===== config.mk =====
export PLATFORM = sky130hd
export DESIGN_NAME = cpc_io_snoop_flat
export DESIGN_NICKNAME = d
export VERILOG_FILES = /design/src/rtl/cpc_io_snoop_if.sv /design/src/rtl/cpc_io_snoop.sv /design/src/flat_wrapper.sv
export SDC_FILE = /design/constraint.sdc
export NUM_CORES = 1
export LEC_CHECK = 0
export ABC_AREA = 1
export BUFFER_PORTS_ARGS = -buffer_cell sky130_fd_sc_hd__buf_2
export CAP_MARGIN = 20
export CORE_MARGIN = 2
export CORE_UTILIZATION = 40
export DETAILED_ROUTE_END_ITERATION = 6
export PLACE_DENSITY_LB_ADDON = 0.12
export SYNTH_ARGS = -nofsm -noshare
export SYNTH_HDL_FRONTEND = slang
export SYNTH_SLANG_ARGS = --single-unit

===== constraint.sdc =====
create_clock -name clk -period 1.2 [get_ports clk]
set_input_delay 0.24 -clock clk [delete_from_list [all_inputs] [get_ports clk]]
set_output_delay 0.24 -clock clk [all_outputs]
set_load 0.005 [all_outputs]

===== src/rtl/cpc_io_snoop_if.sv =====
// Z80 I/O bus as seen by the snooper: strobes, upper address bits and data.
interface cpc_io_snoop_if;
   logic       ioreq_b;
   logic       wr_b;
   logic       m1_b;
   logic       adr15;
   logic       adr14;
   logic       adr13;
   logic [7:0] data;

   modport master (
      output ioreq_b, wr_b, m1_b, adr15, adr14, adr13, data
   );

   modport slave (
      input ioreq_b, wr_b, m1_b, adr15, adr14, adr13, data
   );
endinterface


===== src/rtl/cpc_io_snoop.sv =====
// Passive CPC I/O write snooper: tracks the ROM select port (DFxx) and the
// gate-array ROM enable bits from filtered Z80 OUT cycles.
module cpc_io_snoop #(
   parameter int unsigned FILTER_CYCLES = 2,
   parameter logic [7:0]  RESET_ROMSEL  = 8'h00
) (
   input  logic               clk,
   input  logic               reset_b,
   cpc_io_snoop_if.slave      bus,
   output logic [7:0]         romsel,
   output logic               romsel_wr,
   output logic               lrom_en,
   output logic               urom_en,
   output logic               ga_wr
);

   localparam logic [2:0] FILT = 3'(FILTER_CYCLES);

   typedef enum logic [1:0] {
      IDLE     = 2'd0,
      QUAL     = 2'd1,
      WAIT_END = 2'd2
   } state_t;

   state_t     state_q, state_d;
   logic [2:0] cnt_q, cnt_d;
   logic [2:0] sync1_q, sync1_d;   // {m1_b, wr_b, ioreq_b}
   logic [2:0] sync2_q, sync2_d;
   logic [7:0] romsel_q, romsel_d;
   logic       romsel_wr_q, romsel_wr_d;
   logic       lrom_en_q, lrom_en_d;
   logic       urom_en_q, urom_en_d;
   logic       ga_wr_q, ga_wr_d;
   logic       io_wr_s;
   logic       capture_s;

   assign io_wr_s = ~sync2_q[0] & ~sync2_q[1] & sync2_q[2];

   // Next-state logic: synchronisers, qualification FSM and capture decode.
   always_comb begin
      sync1_d     = {bus.m1_b, bus.wr_b, bus.ioreq_b};
      sync2_d     = sync1_q;
      state_d     = state_q;
      cnt_d       = cnt_q;
      capture_s   = 1'b0;
      romsel_d    = romsel_q;
      romsel_wr_d = 1'b0;
      lrom_en_d   = lrom_en_q;
      urom_en_d   = urom_en_q;
      ga_wr_d     = 1'b0;

      case (state_q)
         IDLE: begin
            if (io_wr_s) begin
               cnt_d = 3'd1;
               if (FILT == 3'd1) begin
                  capture_s = 1'b1;
                  state_d   = WAIT_END;
               end else begin
                  state_d = QUAL;
               end
            end else begin
               cnt_d = 3'd0;
            end
         end
         QUAL: begin
            if (io_wr_s) begin
               cnt_d = cnt_q + 3'd1;
               if (cnt_d == FILT) begin
                  capture_s = 1'b1;
                  state_d   = WAIT_END;
               end else begin
                  state_d = QUAL;
               end
            end else begin
               // Strobe vanished before qualifying: treat as a glitch.
               cnt_d   = 3'd0;
               state_d = IDLE;
            end
         end
         WAIT_END: begin
            if (!io_wr_s) begin
               cnt_d   = 3'd0;
               state_d = IDLE;
            end else begin
               state_d = WAIT_END;
            end
         end
         default: begin
            cnt_d   = 3'd0;
            state_d = IDLE;
         end
      endcase

      // Address and data are stable for the whole cycle, so they are used raw.
      if (capture_s) begin
         if (bus.adr15 && bus.adr14 && !bus.adr13) begin
            romsel_d    = bus.data;
            romsel_wr_d = 1'b1;
         end else if (!bus.adr15 && bus.adr14 && (bus.data[7:6] == 2'b10)) begin
            lrom_en_d = ~bus.data[2];
            urom_en_d = ~bus.data[3];
            ga_wr_d   = 1'b1;
         end else begin
            romsel_d = romsel_q;
         end
      end else begin
         romsel_d = romsel_q;
      end
   end

   // State and output registers.
   always_ff @(posedge clk or negedge reset_b) begin
      if (!reset_b) begin
         sync1_q     <= 3'b111;
         sync2_q     <= 3'b111;
         state_q     <= IDLE;
         cnt_q       <= 3'd0;
         romsel_q    <= RESET_ROMSEL;
         romsel_wr_q <= 1'b0;
         lrom_en_q   <= 1'b1;
         urom_en_q   <= 1'b1;
         ga_wr_q     <= 1'b0;
      end else begin
         sync1_q     <= sync1_d;
         sync2_q     <= sync2_d;
         state_q     <= state_d;
         cnt_q       <= cnt_d;
         romsel_q    <= romsel_d;
         romsel_wr_q <= romsel_wr_d;
         lrom_en_q   <= lrom_en_d;
         urom_en_q   <= urom_en_d;
         ga_wr_q     <= ga_wr_d;
      end
   end

   assign romsel    = romsel_q;
   assign romsel_wr = romsel_wr_q;
   assign lrom_en   = lrom_en_q;
   assign urom_en   = urom_en_q;
   assign ga_wr     = ga_wr_q;

endmodule


===== src/flat_wrapper.sv =====
// flat-port wrapper written by rule: the top's interface ports become plain ports
module cpc_io_snoop_flat 
#(
   parameter int unsigned FILTER_CYCLES = 2,
   parameter logic [7:0]  RESET_ROMSEL  = 8'h00
)
  (clk, reset_b, romsel, romsel_wr, lrom_en, urom_en, ga_wr, bus_ioreq_b, bus_wr_b, bus_m1_b, bus_adr15, bus_adr14, bus_adr13, bus_data);
  cpc_io_snoop_if bus_i ();
  input  logic clk;
  input  logic reset_b;
  output logic [7:0] romsel;
  output logic romsel_wr;
  output logic lrom_en;
  output logic urom_en;
  output logic ga_wr;
  input wire logic [$bits(bus_i.ioreq_b)-1:0] bus_ioreq_b;
  input wire logic [$bits(bus_i.wr_b)-1:0] bus_wr_b;
  input wire logic [$bits(bus_i.m1_b)-1:0] bus_m1_b;
  input wire logic [$bits(bus_i.adr15)-1:0] bus_adr15;
  input wire logic [$bits(bus_i.adr14)-1:0] bus_adr14;
  input wire logic [$bits(bus_i.adr13)-1:0] bus_adr13;
  input wire logic [$bits(bus_i.data)-1:0] bus_data;
  assign bus_i.ioreq_b = bus_ioreq_b;
  assign bus_i.wr_b = bus_wr_b;
  assign bus_i.m1_b = bus_m1_b;
  assign bus_i.adr15 = bus_adr15;
  assign bus_i.adr14 = bus_adr14;
  assign bus_i.adr13 = bus_adr13;
  assign bus_i.data = bus_data;
  cpc_io_snoop #(.FILTER_CYCLES(FILTER_CYCLES), .RESET_ROMSEL(RESET_ROMSEL)) u_core (.clk(clk), .reset_b(reset_b), .bus(bus_i), .romsel(romsel), .romsel_wr(romsel_wr), .lrom_en(lrom_en), .urom_en(urom_en), .ga_wr(ga_wr));
endmodule

# ---- Yosys cells after proc, flatten, opt, wreduce, memory -nomap -nowiden
# Cells that the tools add are included.
dict set report word_totals {
  regBits 23
}
dict set report classes {
  add_sub_neg 1
  eq_ne 6
  mux 17
  bitwise_logic 7
  n_reduce_logical 9
}
# op count
set ops {}
lappend ops {{$mux W1} 9}
lappend ops {{$pmux W3 S3} 1}
lappend ops {{$mux W2} 4}
lappend ops {{$mux W3} 2}
lappend ops {{$pmux W2 S3} 1}
lappend ops {{$not A1 Y1} 5}
lappend ops {{$eq A2 B2 Y1 const B} 2}
lappend ops {{$logic_and A1 B1 Y1} 4}
lappend ops {{$add A3 B1 Y3 const B} 1}
lappend ops {{$eq A3 B2 Y1 const B} 1}
lappend ops {{$reduce_and A3 Y1} 1}
lappend ops {{$and A1 B1 Y1} 2}
lappend ops {{$eq A2 B1 Y1 const B} 1}
lappend ops {{$logic_not A1 Y1} 2}
lappend ops {{$logic_not A2 Y1} 1}
lappend ops {{$ne A2 B1 Y1 const B} 1}
lappend ops {{$ne A2 B2 Y1 const B} 1}
lappend ops {{$reduce_and A2 Y1} 1}

# ---- Longest topological paths before layout
dict set report depth {
  word_depth 6
  ltp_mapped 8
  ltp_nobuf 8
}

# ---- Worst setup path after synthesis
# No wires, ideal clock.
dict set report synth_timing {
  path_kind {flip-flop to flip-flop}
  start {register u_core.cnt_q[0]}
  end {register u_core.romsel_q[0], in the netlist u_core.romsel[0]}
  setup_time_ps 117
  t_arrival_ps 1106
  t_required_ps 1083
  slack_ps -23
  path_stages_with_launch 8
  period_less_slack_ps 1223
  path_cell_list {dfrtp_1 > ha_1 > nand2_1 > nand2_2 > nor2_4 > nand3_4 > nand2_1 > nand2_1}
}
dict set report synth_via {
  elab_chain_cells 6
}
# element line_no
set synth_rtl {}
lappend synth_rtl {{start, declared} cpc_io_snoop.sv:26} ;# logic [2:0] cnt_q, cnt_d;
lappend synth_rtl {{start signal, assigned} cpc_io_snoop.sv:128} ;# cnt_q <= cnt_d;
lappend synth_rtl {{$add A3 B1 Y3} cpc_io_snoop.sv:68} ;# cnt_d = cnt_q + 3'd1;
lappend synth_rtl {{$eq A3 B2 Y1} cpc_io_snoop.sv:69} ;# if (cnt_d == FILT) begin
lappend synth_rtl {{$mux W1} cpc_io_snoop.sv:69}
lappend synth_rtl {{$mux W1} cpc_io_snoop.sv:67} ;# if (io_wr_s) begin
lappend synth_rtl {{$mux W1} cpc_io_snoop.sv:52} ;# case (state_q)
lappend synth_rtl {{$reduce_and A2 Y1 (no source line)} --}
lappend synth_rtl {{end signal, assigned} cpc_io_snoop.sv:129} ;# romsel_q <= romsel_d;
lappend synth_rtl {{end, declared} cpc_io_snoop.sv:29} ;# logic [7:0] romsel_q, romsel_d;
# No other way between the ends.
# A chain may end at the register's enable or synchronous reset.

# ---- Worst setup path in the final report
dict set report layout_timing {
  start {register u_core.cnt_q[1]}
  end {register u_core.romsel_wr_q, in the netlist u_core.romsel_wr}
}
dict set report layout_via {
  elab_chain_cells 6
}
# element line_no
set layout_rtl {}
lappend layout_rtl {{$add A3 B1 Y3} cpc_io_snoop.sv:68}
lappend layout_rtl {{$eq A3 B2 Y1} cpc_io_snoop.sv:69}
lappend layout_rtl {{$mux W1} cpc_io_snoop.sv:69}
lappend layout_rtl {{$mux W1} cpc_io_snoop.sv:67}
lappend layout_rtl {{$mux W1} cpc_io_snoop.sv:52}
lappend layout_rtl {{$mux W1} cpc_io_snoop.sv:96} ;# if (capture_s) begin
lappend layout_rtl {{named net u_core.romsel_wr_d} cpc_io_snoop.sv:30} ;# logic romsel_wr_q, romsel_wr_d;
lappend layout_rtl {{end signal, assigned} cpc_io_snoop.sv:130} ;# romsel_wr_q <= romsel_wr_d;
lappend layout_rtl {{end, declared} cpc_io_snoop.sv:30}
# The timed path passes the listed nets, and every way through them passes these cells.

==> impl_metrics.json <==
{
  "path_cells": "ha_2 -> nand2_2 -> nand2_2 -> nor2_4 -> nand3_4 -> buf_4 -> inv_1",
  "finalCritPeriodShare": 1.08,
  "die_area_mm2": 0.00294,
  "cp.arrival_ns": 1.56,
  "hold_viol": 0,
  "yosysUniqueCellTypes": 18,
  "antenna_found_initial": 0,
  "nFillCells": 226,
  "place_area_mm2": 0.00120,
  "grt_pass1_vias": 694,
  "required_ns": 1.46,
  "cts_buffer_depth": 2,
  "cts_buffers": 3,
  "final_cell_mix": "27 x buf_2, 26 x nand2_1, 15 x dfrtp_1",
  "nNetsFinal": 156,
  "grt_max_degree": 24,
  "seq_power_share": 0.643,
  "ant_nets": 0,
  "io_pins": 28,
  "rr_endpoint": "u_core.romsel_wr$_DFF_PN0_",
  "ff_latch_area_um2": 586,
  "drive_gt1_frac": 0.431,
  "via_count": 761,
  "pwr-share-clk": 0.274,
  "syn_nets": 116,
  "r2r_start": "u_core.cnt_q[1]$_DFFE_PN0P_",
  "die_w_um": 54.2,
  "slew_headroom": 0.680,
  "finalCriticalPeriod_ns": 1.30,
  "area_growth_pct": 27.4,
  "violations": "setup timing",
  "tritoncts": "built",
  "rsz0062_at_grt": "yes",
  "status": "complete, but fails checks",
  "clk_latency_ns": 0.30,
  "cp_common_cell": "nand2_2",
  "h-tree-depth": 1,
  "routed_wl_um": 1780,
  "power.leakage_nw": 0.735,
  "ys_seq_area_frac": 0.580,
  "placed_cells": 158,
  "rows": 18,
  "fp.coreArea_mm2": 0.00243,
  "reg2reg_slack_ns": -0.10,
  "timing.max_cap.violations": 0,
  "place_ws_ns": -0.111,
  "crit_path_end_kind": "flop",
  "powerDensity_mw_per_mm2": 977,
  "cp-start-kind": "flop",
  "switching_share": 0.228,
  "multi_input_area_um2": 359,
  "drt-pass1-iter-count": 4,
  "drt_iter0_drc": 4,
  "vias_per_cell": 4.56,
  "grt_usage": 0.140,
  "overflow": 0,
  "drc_errors": 0,
  "ys_ff_latch": 23,
  "worstMarginPinSlew_ns": 0.481,
  "port_buffers": 27,
  "layout.cells.non_filler": 167,
  "final_area_mm2": 0.00129,
  "crit_path_max_fanout": 9,
  "rr_worst_depth": 7,
  "hp-start": "bus_data[0]",
  "setup_viol": 11,
  "whs_endpoint": "u_core.romsel[0]$_DFFE_PN0P_",
  "switchingPower_mw": 0.287,
  "worst_slack_ns": -0.101,
  "worst_path_max_delay_cell": "dfrtp_1",
  "skew_ns": 0.00299,
  "start_util": 0.415,
  "wire_per_inst_um": 10.6,
  "critical_path_class": "flop to flop",
  "path_clk_slew_ns": 0.12,
  "yosysWarnings": 0,
  "gp_congestion": 0.783,
  "maxSlewViolCount": 0,
  "syn-instance-count": 98,
  "die_h_um": 54.2,
  "antenna-diode-count": 0,
  "syn_area_mm2": 0.00101,
  "holdWs_ns": 0.184,
  "dp_hpwl_um": 1380,
  "clock.fmax_ghz": 0.769,
  "p_int_mw": 0.970,
  "ir_drop_uv": 709,
  "syn_avg_cell_area_um2": 10.3,
  "worstHoldPathCells": 3,
  "hold_class": "input port to flop",
  "max_stage_delay_ns": 0.40,
  "clock_sinks": 23,
  "grt_pass1_wl_um": 2870,
  "pwr-share-comb": 0.083,
  "cts_root_buf": "clkbuf_4",
  "layout_commonest_cell": "buf_2"
}
power by group through the flow:
stage               registers [mW]  logic (mW)  clock network, mW
floorplan                    0.822      0.0403                  0
global placement             0.822      0.0932                  0
detailed placement           0.822      0.0948                  0
CTS                          0.809      0.0972              0.363
global route                 0.811       0.119              0.402
finish                       0.808       0.104              0.345
Yosys cell counts:
cell type,n,share of area
nand4_1,11,0.068
nand2_4,1,0.011
nor2_4,2,0.022
nand2_2,2,0.012
o22ai_1,1,0.0062
o21ai_1,1,0.0050
nor2_1,3,0.011
inv_2,1,0.0037
ha_1,2,0.025
buf_6,2,0.022
nand3_4,1,0.017
a21oi_1,1,0.0050
nor2_8,2,0.040
dfstp_2,8,0.21
inv_1,13,0.048
nand3_1,3,0.015
dfrtp_1,15,0.37
nand2_1,29,0.11
metrics by stage:
stage / total power, mW / util / TNS, ns
finish: 1.26 / 0.529 / -0.895
global route: 1.33 / 0.529 / -2.43
CTS: 1.27 / 0.510 / -1.06
detailed placement: 0.917 / 0.493 / -0.885
global placement: 0.915 / 0.493 / -0.498
floorplan: 0.862 / - / -0.105
logic make-up after synthesis:
kind of cell,Yosys count,share of synthesized area
AND/OR/NAND/NOR,54,0.305
adder cells (fa/ha/maj),2,0.0248
AO/OA/AOI/OAI,3,0.0161
buffers and inverters,16,0.0743
flip-flops,23,0.580
worst max-delay path by stage:
stage / slack [ns] / end / cells after the start / from
after floorplan: -0.01 / u_core.romsel[0]$_DFFE_PN0P_ / 7 / u_core.cnt_q[0]$_DFFE_PN0P_
after global placement: -0.06 / u_core.romsel[6]$_DFFE_PN0P_ / 7 / u_core.cnt_q[1]$_DFFE_PN0P_
after detailed placement: -0.11 / u_core.romsel[4]$_DFFE_PN0P_ / 7 / u_core.cnt_q[1]$_DFFE_PN0P_
after CTS: -0.11 / u_core.romsel[2]$_DFFE_PN0P_ / 7 / u_core.cnt_q[1]$_DFFE_PN0P_
after global routing: -0.22 / u_core.romsel[3]$_DFFE_PN0P_ / 8 / u_core.cnt_q[0]$_DFFE_PN0P_
final: -0.10 / u_core.romsel_wr$_DFF_PN0_ / 7 / u_core.cnt_q[1]$_DFFE_PN0P_
routing by layer:
metal,share of wire,track usage,vias to the layer above
met3,0.045,0.0355,2
li1,-,-,390
met2,0.50,0.223,18
met5,0,0,-
met1,0.45,0.179,351
met4,0.0096,0.0625,0
cell type report:
cell class / instances / share of cell area
clock buffer: 3 / 0.0175
sequential: 23 / 0.455
tap: 30 / 0.0292
inverter: 14 / 0.0409
timing repair buffer: 37 / 0.174
multi-input combinational: 59 / 0.279
clock inverter: 1 / 0.00389
sequential cells by signal, summed over array words and instances, names as in the netlist:
register / cells
u_core.ga_wr: 1
u_core.state_q: 2
u_core.lrom_en: 1
u_core.romsel_wr: 1
u_core.sync1_q: 3
u_core.urom_en: 1
u_core.cnt_q: 3
u_core.romsel: 8
u_core.sync2_q: 3
critical path, delay by kind of cell, from the launching register on:
kind                     cells  cell delay, ns
adder cells (fa/ha/maj)      1            0.20
AND/OR/NAND/NOR              4            0.45
flip-flops                   1            0.40
buffers and inverters        2            0.20
repair_timing:
item / in CTS / in global routing
gates resized for setup: 1 / 4
setup endpoints to repair: 13 / 16
hold buffers: 1 / 3
pin swaps: 1 / 3
buffers inserted: 0 / 1
hold endpoints to repair: 15 / 3
No activity file was read; power rests on OpenSTA's default activity.
